===== src/rtl/pcie_msix_rx.sv =====
// pcie_msix_rx: decodes inbound MSI-X doorbell memory-write TLPs into interrupt
// vector indices, queued in a small FIFO and presented on an AXI-Stream source.
// Optional statistics counters are built only when MSIX_RX_STATS_EN is defined;
// otherwise the stat outputs are tied to zero.
module pcie_msix_rx #(
    parameter int unsigned FIFO_DEPTH     = 4,
    parameter int unsigned TLP_SEG_DATA_W = 64,
    parameter int unsigned HDR_W          = 128,
    parameter int unsigned IRQ_INDEX_W    = 11,
    parameter int unsigned ID_W           = 8,
    parameter int unsigned DEST_W         = 8,
    parameter int unsigned USER_W         = 1
) (
    input  logic                           clk,
    input  logic                           rst_n,
    input  logic [TLP_SEG_DATA_W-1:0]      i_rx_req_tlp_data,
    input  logic [HDR_W-1:0]               i_rx_req_tlp_hdr,
    input  logic                           i_rx_req_tlp_valid,
    input  logic                           i_rx_req_tlp_sop,
    input  logic                           i_rx_req_tlp_eop,
    output logic                           o_rx_req_tlp_ready,
    output logic [IRQ_INDEX_W-1:0]         o_m_axis_irq_tdata,
    output logic [(IRQ_INDEX_W+7)/8-1:0]   o_m_axis_irq_tkeep,
    output logic                           o_m_axis_irq_tvalid,
    input  logic                           i_m_axis_irq_tready,
    output logic                           o_m_axis_irq_tlast,
    output logic [ID_W-1:0]                o_m_axis_irq_tid,
    output logic [DEST_W-1:0]              o_m_axis_irq_tdest,
    output logic [USER_W-1:0]              o_m_axis_irq_tuser,
    input  logic [63:0]                    i_msix_addr,
    input  logic                           i_enable,
    output logic [31:0]                    o_stat_irq_count,
    output logic [31:0]                    o_stat_drop_count
);

    localparam int unsigned AW = $clog2(FIFO_DEPTH);
    localparam int unsigned CW = AW + 1;

    // Elaboration-time parameter legality
    if (HDR_W != 128) begin : g_bad_hdr_w
        $fatal(1, "pcie_msix_rx: HDR_W must be 128");
    end
    if (TLP_SEG_DATA_W < 32) begin : g_bad_data_w
        $fatal(1, "pcie_msix_rx: TLP_SEG_DATA_W must be at least 32");
    end
    if (IRQ_INDEX_W < 1 || IRQ_INDEX_W > 11) begin : g_bad_irq_w
        $fatal(1, "pcie_msix_rx: IRQ_INDEX_W must be 1..11");
    end
    if (FIFO_DEPTH < 2 || FIFO_DEPTH > 64 || (FIFO_DEPTH & (FIFO_DEPTH - 1)) != 0) begin : g_bad_depth
        $fatal(1, "pcie_msix_rx: FIFO_DEPTH must be a power of 2 in 2..64");
    end

    typedef enum logic [0:0] {ST_IDLE, ST_DRAIN} state_t;

    state_t                 r_state;
    state_t                 w_state_next;
    logic                   r_ready;
    logic                   r_tvalid;
    logic [IRQ_INDEX_W-1:0] r_tdata;
    logic [IRQ_INDEX_W-1:0] r_mem [FIFO_DEPTH];
    logic [AW-1:0]          r_wr_ptr;
    logic [AW-1:0]          r_rd_ptr;
    logic [CW-1:0]          r_count;
    logic [CW-1:0]          w_count_next;
    logic [AW-1:0]          w_rd_nxt;

    logic                   w_beat;
    logic                   w_is_3dw;
    logic                   w_is_4dw;
    logic [61:0]            w_addr;
    logic                   w_hdr_hit;
    logic                   w_vec_ok;
    logic [IRQ_INDEX_W-1:0] w_vec;
    logic                   w_push;
    logic                   w_drop;
    logic                   w_pop;
    logic                   w_unused;

    // Header decode for the beat currently on the bus
    assign w_is_3dw  = (i_rx_req_tlp_hdr[127:125] == 3'b010);
    assign w_is_4dw  = (i_rx_req_tlp_hdr[127:125] == 3'b011);
    assign w_addr    = w_is_3dw ? {32'd0, i_rx_req_tlp_hdr[63:34]} : i_rx_req_tlp_hdr[63:2];
    assign w_hdr_hit = i_enable && (w_is_3dw || w_is_4dw)
                    && (i_rx_req_tlp_hdr[124:120] == 5'd0)
                    && (i_rx_req_tlp_hdr[105:96] == 10'd1)
                    && (i_rx_req_tlp_hdr[67:64] == 4'hF)
                    && (w_addr == i_msix_addr[63:2]);
    assign w_vec_ok  = (i_rx_req_tlp_data[31:IRQ_INDEX_W] == '0);
    assign w_vec     = i_rx_req_tlp_data[IRQ_INDEX_W-1:0];
    assign w_beat    = i_rx_req_tlp_valid && r_ready;
    assign w_pop     = r_tvalid && i_m_axis_irq_tready;
    assign w_rd_nxt  = r_rd_ptr + AW'(1);
    assign w_count_next = r_count + CW'(w_push) - CW'(w_pop);

    // Bits that carry no decode meaning for this block
    assign w_unused = ^{i_msix_addr[1:0], i_rx_req_tlp_hdr, i_rx_req_tlp_data, w_drop};

    // TLP framing state register
    always_ff @(posedge clk or negedge rst_n) begin
        if (!rst_n) r_state <= ST_IDLE;
        else        r_state <= w_state_next;
    end

    // Next state and per-TLP push/drop decision, taken on the sop beat only
    always_comb begin
        w_state_next = r_state;
        w_push       = 1'b0;
        w_drop       = 1'b0;
        case (r_state)
            ST_IDLE: begin
                if (w_beat && i_rx_req_tlp_sop) begin
                    if (w_hdr_hit && w_vec_ok) w_push = 1'b1;
                    else                       w_drop = 1'b1;
                    if (!i_rx_req_tlp_eop) w_state_next = ST_DRAIN;
                end
            end
            ST_DRAIN: begin
                if (w_beat && i_rx_req_tlp_eop) w_state_next = ST_IDLE;
            end
            default: w_state_next = ST_IDLE;
        endcase
    end

    // FIFO bookkeeping, registered head entry, tvalid and sink ready
    always_ff @(posedge clk or negedge rst_n) begin
        if (!rst_n) begin
            r_wr_ptr <= '0;
            r_rd_ptr <= '0;
            r_count  <= '0;
            r_tvalid <= 1'b0;
            r_tdata  <= '0;
            r_ready  <= 1'b0;
        end else begin
            if (w_push) r_wr_ptr <= r_wr_ptr + AW'(1);
            if (w_pop)  r_rd_ptr <= w_rd_nxt;
            r_count  <= w_count_next;
            r_tvalid <= (w_count_next != '0);
            r_ready  <= (w_state_next == ST_DRAIN) || (w_count_next != CW'(FIFO_DEPTH));
            if (w_pop) begin
                if (r_count > CW'(1)) r_tdata <= r_mem[w_rd_nxt];
                else if (w_push)      r_tdata <= w_vec;
            end else if (r_count == '0 && w_push) begin
                r_tdata <= w_vec;
            end
        end
    end

    // FIFO storage; contents are don't-care until written
    always_ff @(posedge clk) begin
        if (w_push) r_mem[r_wr_ptr] <= w_vec;
    end

    assign o_rx_req_tlp_ready  = r_ready;
    assign o_m_axis_irq_tvalid = r_tvalid;
    assign o_m_axis_irq_tdata  = r_tdata;
    assign o_m_axis_irq_tkeep  = '1;
    assign o_m_axis_irq_tlast  = 1'b1;
    assign o_m_axis_irq_tid    = '0;
    assign o_m_axis_irq_tdest  = '0;
    assign o_m_axis_irq_tuser  = '0;

`ifdef MSIX_RX_STATS_EN
    logic [31:0] r_irq_count;
    logic [31:0] r_drop_count;

    // Push and drop statistics, wrapping at 2**32
    always_ff @(posedge clk or negedge rst_n) begin
        if (!rst_n) begin
            r_irq_count  <= 32'd0;
            r_drop_count <= 32'd0;
        end else begin
            if (w_push) r_irq_count  <= r_irq_count + 32'd1;
            if (w_drop) r_drop_count <= r_drop_count + 32'd1;
        end
    end

    assign o_stat_irq_count  = r_irq_count;
    assign o_stat_drop_count = r_drop_count;
`else
    assign o_stat_irq_count  = 32'd0;
    assign o_stat_drop_count = 32'd0;
`endif

endmodule


===== config.mk =====
export PLATFORM = sky130hd
export DESIGN_NAME = pcie_msix_rx
export DESIGN_NICKNAME = d
export VERILOG_FILES = /design/src/rtl/pcie_msix_rx.sv
export SDC_FILE = /design/constraint.sdc
export NUM_CORES = 1
export LEC_CHECK = 0
export BUFFER_PORTS_ARGS = -buffer_cell sky130_fd_sc_hd__buf_2
export CAP_MARGIN = 30
export CORE_AREA = 2 2 141 143
export CTS_BUF_LIST = sky130_fd_sc_hd__clkbuf_16
export DETAILED_ROUTE_END_ITERATION = 10
export DIE_AREA = 0 0 143 145
export HOLD_SLACK_MARGIN = 0.06
export PLACE_DENSITY = 0.61
export REMOVE_ABC_BUFFERS = 1
export SLEW_MARGIN = 20
export SYNTH_ARGS = -nofsm -noshare
export SYNTH_HDL_FRONTEND = slang
export SYNTH_SLANG_ARGS = --single-unit

===== constraint.sdc =====
create_clock -name clk -period 3.96 [get_ports clk]
set_input_delay 0.396 -clock clk [delete_from_list [all_inputs] [get_ports clk]]
set_output_delay 0.396 -clock clk [all_outputs]
set_load 0.02 [all_outputs]

* Yosys cells after proc, flatten, opt, wreduce, memory -nomap -nowiden
Memories as Yosys holds them, arrays and structs flattened. Cells that the tools add are included.
Storage, ports and cells: register bits after elaboration 21, latch bits 0, memory bits (writable) 44, bits in read-only memories 0, logic and storage cells 54, memories 1
Memory list:
- r_mem | depth 4, bits a word 11, rd ports 1, clocked after Yosys merged registers in 0, wr ports 1, line 60 | logic [IRQ_INDEX_W-1:0] r_mem [FIFO_DEPTH];
Cells by class: add/sub/neg operators 4, multipliers 0, divide/modulo/power cells 0, order comparisons 1, equality and inequality tests 7, shifts and indexed selects 0, muxes and demuxes 14, bitwise logic cells 1, reduce and logical (&&, ||, !) cells 19
Operators by type and width (number):
- $eq 62x62->1 | 1
- $mux 62 | 1
- $mux 11 | 4
- $logic_not 21->1 | 1
- $logic_and 1x1->1 | 11
- $eq 10x1->1 const B | 1
- $mux 1 | 8
- $eq 3x2->1 const B | 2
- $logic_not 5->1 | 1
- $add 2x1->2 const B | 2
- $eq 4x4->1 const B | 1
- $add 3x1->3 | 1
- $gt 3x1->1 const B | 1
- $logic_not 3->1 | 1
- $ne 3x2->1 const B | 1
- $ne 3x3->1 const B | 1
- $reduce_bool 3->1 | 1
- $sub 3x1->3 | 1
- $logic_or 1x1->1 | 2
- $pmux 1 s2 | 1
- $reduce_and 2->1 | 1
- $reduce_bool 2->1 | 1
- $not 1->1 | 1

* Longest topological paths before layout
Gate-level depths: netlist of the first run.
word-level depth 15, gate-level depth with buffers 17

* Least setup slack after synthesis of the first run
OpenSTA, ideal clock, no wires.
kind input to register, start point input i_rx_req_tlp_hdr[126], end point register r_ready (netlist: o_rx_req_tlp_ready), setup time 0.136 ns, arrival 4.008 ns, data required time 3.824 ns, slack -0.185 ns, stages 17, path buffers 2, cell sequence or3b_1 > buf_2 > buf_2 > nand2_1 > a2111oi_0 > nand4_1 > a2111o_1 > or3_1 > nor4b_2 > inv_1 > ha_1 > inv_1 > ha_1 > inv_1 > fa_1 > xor2_1 > or3b_2
On the way: cells in the longest elaborated chain, start to end 15, elaborated cells on any way between the ends 18, classes of those cells add/sub (2); eq/ne (4); mux (4); reduce/logical (8)
RTL lines:
- from (decl) | line 17 | input logic [HDR_W-1:0] i_rx_req_tlp_hdr,
- parallel branches: the longest is 6 deep, another holds $mux 62
- $logic_and 1x1->1 (*) | line 87 | && (w_addr == i_msix_addr[63:2]);
- $logic_and 1x1->1 (*) | line 112 | if (w_hdr_hit && w_vec_ok) w_push = 1'b1;
- $mux 1 (*) | line 112
- $mux 1 (*) | line 111 | if (w_beat && i_rx_req_tlp_sop) begin
- $mux 1 (*) | line 109 | case (r_state)
- $add 3x1->3 (*) | line 93 | assign w_count_next = r_count + CW'(w_push) - CW'(w_pop);
- $sub 3x1->3 (*) | line 93
- named net w_count_next[2] | line 64 | logic [CW-1:0] w_count_next;
- $ne 3x3->1 (*) | line 138 | r_ready <= (w_state_next == ST_DRAIN) || (w_count_next != CW'(FIFO_DEPTH));
- $logic_or 1x1->1 (*) | line 138
- to (signal assigned) | line 138
- to (decl) | line 57 | logic r_ready;
Mark *: on every way through the listed nets, which the timed path passes. A chain may end at the register's enable or synchronous reset.

* Worst setup path in the final report of the first run
start point input i_rx_req_tlp_hdr[127], end point register r_tvalid (netlist: o_m_axis_irq_tvalid)
On the way: cells in the longest elaborated chain, start to end 14, elaborated cells on any way between the ends 17, classes of those cells add/sub (2); eq/ne (3); mux (4); reduce/logical (8)
RTL lines:
- parallel branches: the longest is 6 deep, another holds $mux 62
- $logic_and 1x1->1 (*) | line 87
- $logic_and 1x1->1 (*) | line 112
- $mux 1 (*) | line 112
- $mux 1 (*) | line 111
- $mux 1 (*) | line 109
- $add 3x1->3 (*) | line 93
- $sub 3x1->3 (*) | line 93
- $reduce_bool 3->1 (*) | line 137 | r_tvalid <= (w_count_next != '0);
- to (signal assigned) | line 137
- to (decl) | line 58 | logic r_tvalid;
Mark *: on every way between the ends.

==> results of run 1 <==
critical path, stage by stage:
cell and delay (ns):
buf_2 0.12, or3b_4 0.48, buf_8 0.18, a221o_1 0.28, a21oi_2 0.16, o211ai_1 0.11
or3_4 0.40, nor4b_4 0.30, inv_1 0.08, ha_1 0.28, inv_1 0.06, ha_2 0.16
inv_2 0.04, fa_2 0.54, nand2b_1 0.08, buf_4 0.13, or2_4 0.24
per-layer routing:
layer  wire length [um]  part of all wire  up-vias  global-route usage
li1                   -                 -     2572                   -
met1               7430              0.40     2503               0.204
met2               9210              0.49      258               0.303
met3               1500             0.081       30              0.0340
met4                473             0.025        0              0.0599
met5                  0                 0        -                   0
synth_stat cells, drive strengths merged, types with 8 or more instances:
library cell	number	area [um^2]
mux4	11	248
and2	16	100
nor2	33	124
nor3	24	120
xnor2	16	140
nand4	11	68.8
edfxtp	44	1320
mux2i	30	300
ha	8	100
nand2	37	139
nor4bb	9	90.1
inv	41	154
xor2	13	114
nor4	15	109
dfrtp	21	526
a21oi	28	144
a31oi	9	56.3
nand2b	9	56.3
buf	93	678
o21ai	12	60.1
nor4b	9	85.1
flip-flops by register name, summed over array words and instances (netlist names):
signal,cells
r_count,3
o_m_axis_irq_tvalid,1
r_wr_ptr,2
o_m_axis_irq_tdata,11
r_state,1
r_rd_ptr,2
o_rx_req_tlp_ready,1
r_mem,44
kinds of logic after synthesis:
group           count (synthesis)
simple gates                  197
buf+inv                       141
compound gates                106
flops                          65
mux                            41
xor+xnor                       29
fa+ha+maj                       9
other cells                     2
worst paths after layout:
path | to | depth (start not counted)
worst max register to register | o_m_axis_irq_tvalid | 16
max in group asynchronous | r_rd_ptr[1] | 1
min in group clk | r_mem[1][2] | 1
worst min register to register | o_m_axis_irq_tdata[6] | 2
worst max-delay path | o_m_axis_irq_tvalid | 17
worst min-delay path | o_m_axis_irq_tdata[1] | 1
stage by stage:
stage                      util  hold slack (ns)  total power, mW
after global routing      0.398            0.109             2.17
after global placement    0.369            0.426             1.19
after CTS                 0.389           0.0788             2.09
after detailed placement  0.369            0.437             1.19
final                     0.398           0.0591             2.09
after floorplan               -            0.100            0.942
cell type report:
type	instances	area, um^2	area share
Clock inverter	7	110	0.0144
Clock buffer	9	225	0.0295
Timing Repair Buffer	281	1700	0.222
Inverter	41	154	0.0201
Tap cell	265	332	0.0434
Antenna cell	4	10.0	0.00131
Sequential cell	65	1850	0.242
Multi-Input combinational cell	466	3270	0.428
repair_timing:
action,in CTS,in global routing
pin swaps,5,14
gates resized for setup,6,34
setup endpoints to repair,2,2
buffers inserted,1,3
power by group:
group,switching (mW),internal (mW)
registers,0.00107,0.728
clock network,0.278,0.608
logic,0.273,0.201
==> results_dict.tcl, run 1 <==
set metrics [dict create \
    clk_pin_slew_worst_paths_ns 0.06 \
    core_area_um2 19200 \
    cts_buffers 9 \
    max_freq_mhz 261 \
    timing.final.crit_period_ns 3.84 \
    critical_path_class "primary input to flop" \
    nNetsFinal 1136 \
    worst_slack_ns 0.124 \
    yosysWarnings 0 \
    post_synth_and_or_nand_nor_area_fraction 0.206 \
    crit_path_start_kind "primary input" \
    num_rows 51 \
    reg2reg_slack_ns 0.36 \
    drc 0 \
    critPathRequiredTime_ns 4.17 \
    dieArea_um2 20700 \
    synth_top_family_by_area "simple AND/OR/NAND/NOR gates" \
    syn_area_um2 5520 \
    stdcell_count 1138 \
    routedWlPerCell_um 16.4 \
    p_leak_nw 3.48 \
    root_buffer "clkbuf_16" \
    power_density_nw_per_um2 273 \
    cp_data_arrival_time_ns 4.04 \
    gr-total-overflow 0 \
    synth_xor_area_frac 0.0460 \
    via_per_inst 4.71 \
    finalSetupViolCount 0 \
    layout-drive-gt1-share 0.390 \
    area_growth_pct 38.6 \
    n_fill_cell 1911 \
    dp.cells 1114 \
    grt_pass1_vias 5118 \
    finClkSkew_ns 0.00695 \
    rsz0062_at_grt "yes" \
    syn_area_per_cell_um2 9.35 \
    layout_commonest_cell "buf_2" \
    synth-edff-count 44 \
    grt_max_degree 34 \
    max-vdd-ir-drop_uv 223 \
    clock-sinks 65 \
    ant_nets 0 \
    numPortBuffers 197 \
    gp_congestion 0.894 \
    grt_pass1_wl_mm 27.4 \
    drtIter0Drc 348 \
    io_pins 360 \
    vias 5363 \
    first_pass_iters 7 \
    hold_viol 0 \
    tightest_slew_ns 0.751 \
    ys.flop_type "edfxtp_1" \
    synth-seq-cells 65 \
    synthCells 590 \
    tns_ns 0 \
    synth_compound_area_frac 0.135 \
    status "finished clean" \
    hold_path.class "primary input to async pin" \
    async_flop_share 0.323 \
    initial_core_util 0.287 \
    postCtsHoldBufs 0 \
    insertion_delay_ns 0.33 \
    synth_cell_types 68 \
    cts_tree "yes" \
    antenna_found_initial 4 \
    fin_crit_sh 0.969 \
    startpoint "i_rx_req_tlp_hdr[127]" \
    totalWireLength_mm 18.6 \
    regToRegStartpoint "r_state" \
    grt.total_usage 0.171 \
    critPathCaptureType "flop" \
    cp_max_fo 15 \
    layout_common_cells "buf_2, conb_1, buf_4" \
    place_worst_setup_slack_ns -0.580 \
    die-height_um 145 \
    muxShareOfSynthArea 0.0993 \
    maxCapViolCount 0 \
    place_area_um2 7090 \
    design_area_um2 7640 \
    slew_headroom 0.500 \
    place_hpwl_mm 15.3 \
    cts_buffer_depth 2 \
    yosysSeqAreaShare 0.335 \
    maxSlewViolCount 0 \
    die_width_um 143 \
    htree_num_levels 3 \
    synth_fa_ha_area_frac 0.0218 \
]
Note: power is estimated with default switching activity, not from simulation.
==> run 2: changes to the inputs <==
--- a/config.mk
+++ b/config.mk
@@ -13,6 +13,7 @@
 export DIE_AREA = 0 0 143 145
 export HOLD_SLACK_MARGIN = 0.06
 export PLACE_DENSITY = 0.61
+export RECOVER_POWER = 50
 export REMOVE_ABC_BUFFERS = 1
 export SLEW_MARGIN = 20
 export SYNTH_ARGS = -nofsm -noshare
==> results_dict.tcl, run 2 (same netlist as run 1, synthesis figures left out) <==
set metrics [dict create \
    htree_num_levels 3 \
    holdCritStartpoint "i_rx_req_tlp_eop" \
    maxCapViolCount 0 \
    hold_viol 0 \
    drc 0 \
    area_growth_pct 38.2 \
    max-vdd-ir-drop_uv 222 \
    insertion_delay_ns 0.33 \
    cp_max_fo 15 \
    critical_path_class "primary input to flop" \
    largest_register_ffs 44 \
    ant_nets 0 \
    place_worst_setup_slack_ns -0.580 \
    cpPeakStageDelay_ns 0.54 \
    cp_data_arrival_time_ns 4.04 \
    numPortBuffers 197 \
    grt_pass1_vias 5118 \
    routedWlPerCell_um 16.3 \
    critPathRequiredTime_ns 4.17 \
    rsz0062_at_grt "yes" \
    io_pins 360 \
    die_width_um 143 \
    regToRegStartpoint "r_state" \
    dieArea_um2 20700 \
    gr-total-overflow 0 \
    crit_path_start_kind "primary input" \
    finClkSkew_ns 0.00693 \
    first_pass_iters 5 \
    timing.final.crit_period_ns 3.84 \
    root_buffer "clkbuf_16" \
    cts_buffer_depth 2 \
    p_leak_nw 3.44 \
    place_hpwl_mm 15.3 \
    clock-sinks 65 \
    fin_crit_sh 0.968 \
    crit_top_cell "inv_1" \
    top_register "r_mem" \
    layout-drive-gt1-share 0.374 \
    critPathCaptureType "flop" \
    slew_headroom 0.0998 \
    antenna_found_initial 4 \
    core_area_um2 19200 \
    postCtsHoldBufs 0 \
    drtIter0Drc 325 \
    cp_top_family "simple AND/OR/NAND/NOR gates" \
    maxSlewViolCount 0 \
    status "finished clean" \
    crit_chain "buf_2 -> or3b_4 -> buf_8 -> a221o_1 -> a21oi_2 -> o211ai_1 -> or3_4 -> nor4b_4 -> inv_1 -> ha_1 -> inv_1 -> ha_2 -> inv_2 -> fa_2 -> nand2b_1 -> buf_4 -> or2_4" \
    cts_buffers 9 \
    critPathBufInv 6 \
    via_per_inst 4.72 \
    max_freq_mhz 261 \
    slowest_stage "fa_2" \
    clk_pin_slew_worst_paths_ns 0.05 \
    hold-path-cell-count 2 \
    vias 5374 \
    cts_tree "yes" \
    grt_pass1_wl_mm 27.4 \
    worst_slack_ns 0.125 \
    startpoint "i_rx_req_tlp_hdr[127]" \
    tightest_slew_ns 1.35 \
    hold_path.class "primary input to flop" \
    grt.total_usage 0.171 \
    grt_max_degree 34 \
    initial_core_util 0.287 \
    totalWireLength_mm 18.6 \
    power_density_nw_per_um2 274 \
    n_fill_cell 1918 \
    gp_congestion 0.894 \
    holdWs_ns 0.298 \
    layout_common_cells "buf_2, conb_1, buf_4" \
    die-height_um 145 \
    num_rows 51 \
    finalSetupViolCount 0 \
    nNetsFinal 1136 \
    layout_commonest_cell "buf_2" \
    critical_path_depth 17 \
    r2r_cells 16 \
]
[run 2: cell count changes in the layout (fill, tap and decap cells not counted)]
| cell | change |
|---|---|
| buf_2 | -14 |
| buf_4 | -1 |
| clkbuf_1 | +14 |
| clkbuf_4 | +1 |
[run 2: timing repair]
| item | CTS | global route |
|---|---|---|
| resized for setup | 6 | 34 |
| pin swaps | 5 | 14 |
| setup endpoints to repair | 2 | 2 |
| buffers inserted | 1 | 3 |
[run 2: path summary, 6_finish.rpt]
kind,to,slack (ns)
max in group asynchronous,r_rd_ptr[1],2.80
setup / recovery,o_m_axis_irq_tvalid,0.12
min in group asynchronous,o_m_axis_irq_tdata[1],0.36
setup reg to reg,o_m_axis_irq_tvalid,0.37
hold / removal,r_state,0.30
hold reg to reg,o_m_axis_irq_tdata[6],0.51
[run 2: layout make-up]
cell class / instances / area [um^2] / area share
diodes: 4 / 10.0 / 0.00131
clock buffers: 9 / 225 / 0.0295
clock inverters: 7 / 110 / 0.0144
inverters: 41 / 154 / 0.0202
multi-input cells: 466 / 3270 / 0.429
flip-flops and latches: 65 / 1850 / 0.242
well taps: 265 / 332 / 0.0435
repair buffers: 281 / 1680 / 0.220
[run 2: power breakdown]
group | total (mW) | switching (mW) | internal [mW]
Combinational | 0.472 | 0.273 | 0.199
Sequential | 0.730 | 0.00107 | 0.729
Clock | 0.887 | 0.278 | 0.608
Total | 2.09 | 0.552 | 1.54
[run 2: worst reg2reg max path, stage by stage, from the launching register on]
cell      delay (ns)
dfrtp_1         0.40
nor4_2          0.16
nand2_1         0.12
nor3_2          0.15
nand3_1         0.10
a2111o_1        0.29
or3_4           0.34
nor4b_4         0.30
inv_1           0.08
ha_1            0.28
inv_1           0.06
ha_2            0.16
inv_2           0.04
fa_2            0.54
nand2b_1        0.08
buf_4           0.13
or2_4           0.24
[run 2: stage by stage]
step	cell area (um^2)	utilization	power [mW]	setup TNS, ns	instances
after CTS	7460	0.389	2.09	0	1131
after floorplan	5120	-	0.942	-19.48	572
final	7630	0.397	2.09	0	1138
after global placement	7090	0.369	1.19	-0.830	1114
after detailed placement	7090	0.369	1.19	-1.14	1114
after global routing	7620	0.397	2.17	-0.0424	1136
[run 2: per-layer routing]
| layer | vias to the layer above | part of all wire | track usage |
|---|---|---|---|
| li1 | 2574 | - | - |
| met1 | 2500 | 0.40 | 0.204 |
| met2 | 270 | 0.49 | 0.303 |
| met3 | 30 | 0.083 | 0.0340 |
| met4 | 0 | 0.025 | 0.0599 |
| met5 | - | 0 | 0 |
==> run 3: changes to the inputs <==
--- a/config.mk
+++ b/config.mk
@@ -12,7 +12,7 @@
 export DETAILED_ROUTE_END_ITERATION = 10
 export DIE_AREA = 0 0 143 145
 export HOLD_SLACK_MARGIN = 0.06
-export PLACE_DENSITY = 0.61
+export PLACE_DENSITY = 0.58
 export RECOVER_POWER = 50
 export REMOVE_ABC_BUFFERS = 1
 export SLEW_MARGIN = 20
==> constraint.sdc (replaced) <==
create_clock -name clk -period 4.1 [get_ports clk]
set_input_delay 0.41 -clock clk [delete_from_list [all_inputs] [get_ports clk]]
set_output_delay 0.41 -clock clk [all_outputs]
set_load 0.02 [all_outputs]
==> results_dict.tcl, run 3 (same netlist as run 1, synthesis figures left out) <==
set metrics [dict create \
    status "finished clean" \
    critPathBufInv 7 \
    drtIter0Drc 227 \
    antenna_found_initial 5 \
    layout-drive-gt1-share 0.361 \
    tightest_slew_ns 1.34 \
    top_register "r_mem" \
    holdWs_ns 0.340 \
    cts_buffers 9 \
    htree_num_levels 3 \
    insertion_delay_ns 0.33 \
    place_hpwl_mm 14.8 \
    layout_commonest_cell "buf_2" \
    maxCapViolCount 0 \
    clock-sinks 65 \
    total_power_mw 1.97 \
    core_area_um2 19200 \
    cp_data_arrival_time_ns 4.21 \
    cts_buffer_depth 2 \
    drc 0 \
    routedWlPerCell_um 16.2 \
    cp_top_family "simple AND/OR/NAND/NOR gates" \
    largest_register_ffs 44 \
    reg2reg_slack_ns 0.25 \
    final_core_util 0.392 \
    dp.cells 1103 \
    grt.total_usage 0.169 \
    grt_pass1_vias 5194 \
    layout_common_cells "buf_2, conb_1, buf_4" \
    initial_core_util 0.287 \
    hold_end "r_state" \
    via_per_inst 4.73 \
    area_growth_pct 36.3 \
    crit_path_start_kind "primary input" \
    slew_headroom 0.106 \
    nNetsFinal 1129 \
    critical_path_class "primary input to flop" \
    crit_chain "buf_2 -> buf_6 -> nor3b_4 -> buf_12 -> mux2i_1 -> buf_4 -> a2111o_1 -> or3_4 -> nor4b_4 -> inv_1 -> ha_1 -> inv_1 -> ha_2 -> inv_1 -> fa_2 -> xor2_1 -> or3b_4" \
    gp_congestion 0.915 \
    hold_viol 0 \
    r2r_cells 15 \
    io_pins 360 \
    critical_path_depth 17 \
    clk_pin_slew_worst_paths_ns 0.06 \
    grt_pass1_wl_mm 27.4 \
    die-height_um 145 \
    vias 5337 \
    cpPeakStageDelay_ns 0.40 \
    timing.final.crit_period_ns 4.01 \
    regToRegStartpoint "r_state" \
    first_pass_iters 6 \
    finalSetupViolCount 0 \
    totalWireLength_mm 18.3 \
    max_freq_mhz 250 \
    numPortBuffers 197 \
    design_area_um2 7520 \
    fin_crit_sh 0.977 \
    holdCritStartpoint "i_rx_req_tlp_eop" \
    p_leak_nw 3.38 \
    dieArea_um2 20700 \
    place_area_um2 7010 \
    cp_max_fo 6 \
    crit_top_cell "inv_1" \
    die_width_um 143 \
    maxSlewViolCount 0 \
    ant_nets 0 \
    cts_tree "yes" \
    num_rows 51 \
    hold-path-cell-count 2 \
    grt_max_degree 34 \
    timing.rr.end "o_rx_req_tlp_ready" \
    critPathRequiredTime_ns 4.30 \
    root_buffer "clkbuf_16" \
    max-vdd-ir-drop_uv 298 \
    hold_path.class "primary input to flop" \
    stdcell_count 1129 \
    slowest_stage "nor3b_4" \
    finClkSkew_ns 0.00783 \
    gr-total-overflow 0 \
    power_density_nw_per_um2 262 \
    critPathCaptureType "flop" \
]
==> run 3: worst max path at each step <==
stage	start	end	slack [ns]
3_5_place_dp	i_rx_req_tlp_hdr[126]	o_rx_req_tlp_ready	-0.44
6_report	i_rx_req_tlp_hdr[127]	o_rx_req_tlp_ready	0.09
5_1_grt	i_rx_req_tlp_hdr[127]	o_rx_req_tlp_ready	-0.05
3_3_place_gp	i_rx_req_tlp_hdr[127]	o_rx_req_tlp_ready	-0.42
2_1_floorplan	i_rx_req_tlp_hdr[127]	o_rx_req_tlp_ready	-1.0
4_1_cts	i_rx_req_tlp_hdr[125]	o_rx_req_tlp_ready	0.002
==> run 3: power breakdown <==
group	internal, mW	switching [mW]	total, mW
logic	0.183	0.257	0.440
registers	0.703	0.00109	0.704
clock network	0.538	0.285	0.823
==> run 3: stage by stage <==
step | setup WS, ns | TNS, ns
after floorplan | -0.998 | -11.66
final | 0.0933 | 0
after CTS | 0.00205 | 0
after global routing | -0.0459 | -0.0459
after detailed placement | -0.444 | -0.709
after global placement | -0.424 | -0.669
==> run 3: routing by layer <==
| layer | GRT usage | share of wire | up-vias |
|---|---|---|---|
| li1 | - | - | 2560 |
| met1 | 0.205 | 0.41 | 2495 |
| met2 | 0.287 | 0.47 | 227 |
| met3 | 0.0416 | 0.078 | 49 |
| met4 | 0.0658 | 0.034 | 6 |
| met5 | 0 | 0.0023 | - |
==> run 3: layout make-up <==
cell class | instances | area (um^2)
inverter | 41 | 154
sequential | 65 | 1850
fill | 1961 | 11700
timing repair buffer | 274 | 1620
clock buffer | 9 | 225
antenna | 2 | 5.00
tap | 265 | 332
clock inverter | 7 | 103
multi-input combinational | 466 | 3240
==> run 3: repair_timing <==
item,4_1_cts,5_1_grt
endpoints found under the hold margin,0,0
buffers inserted,3,4
pin swaps,3,13
hold buffers,0,0
setup endpoints to repair,1,2
resized for setup,4,22
cloned,0,1
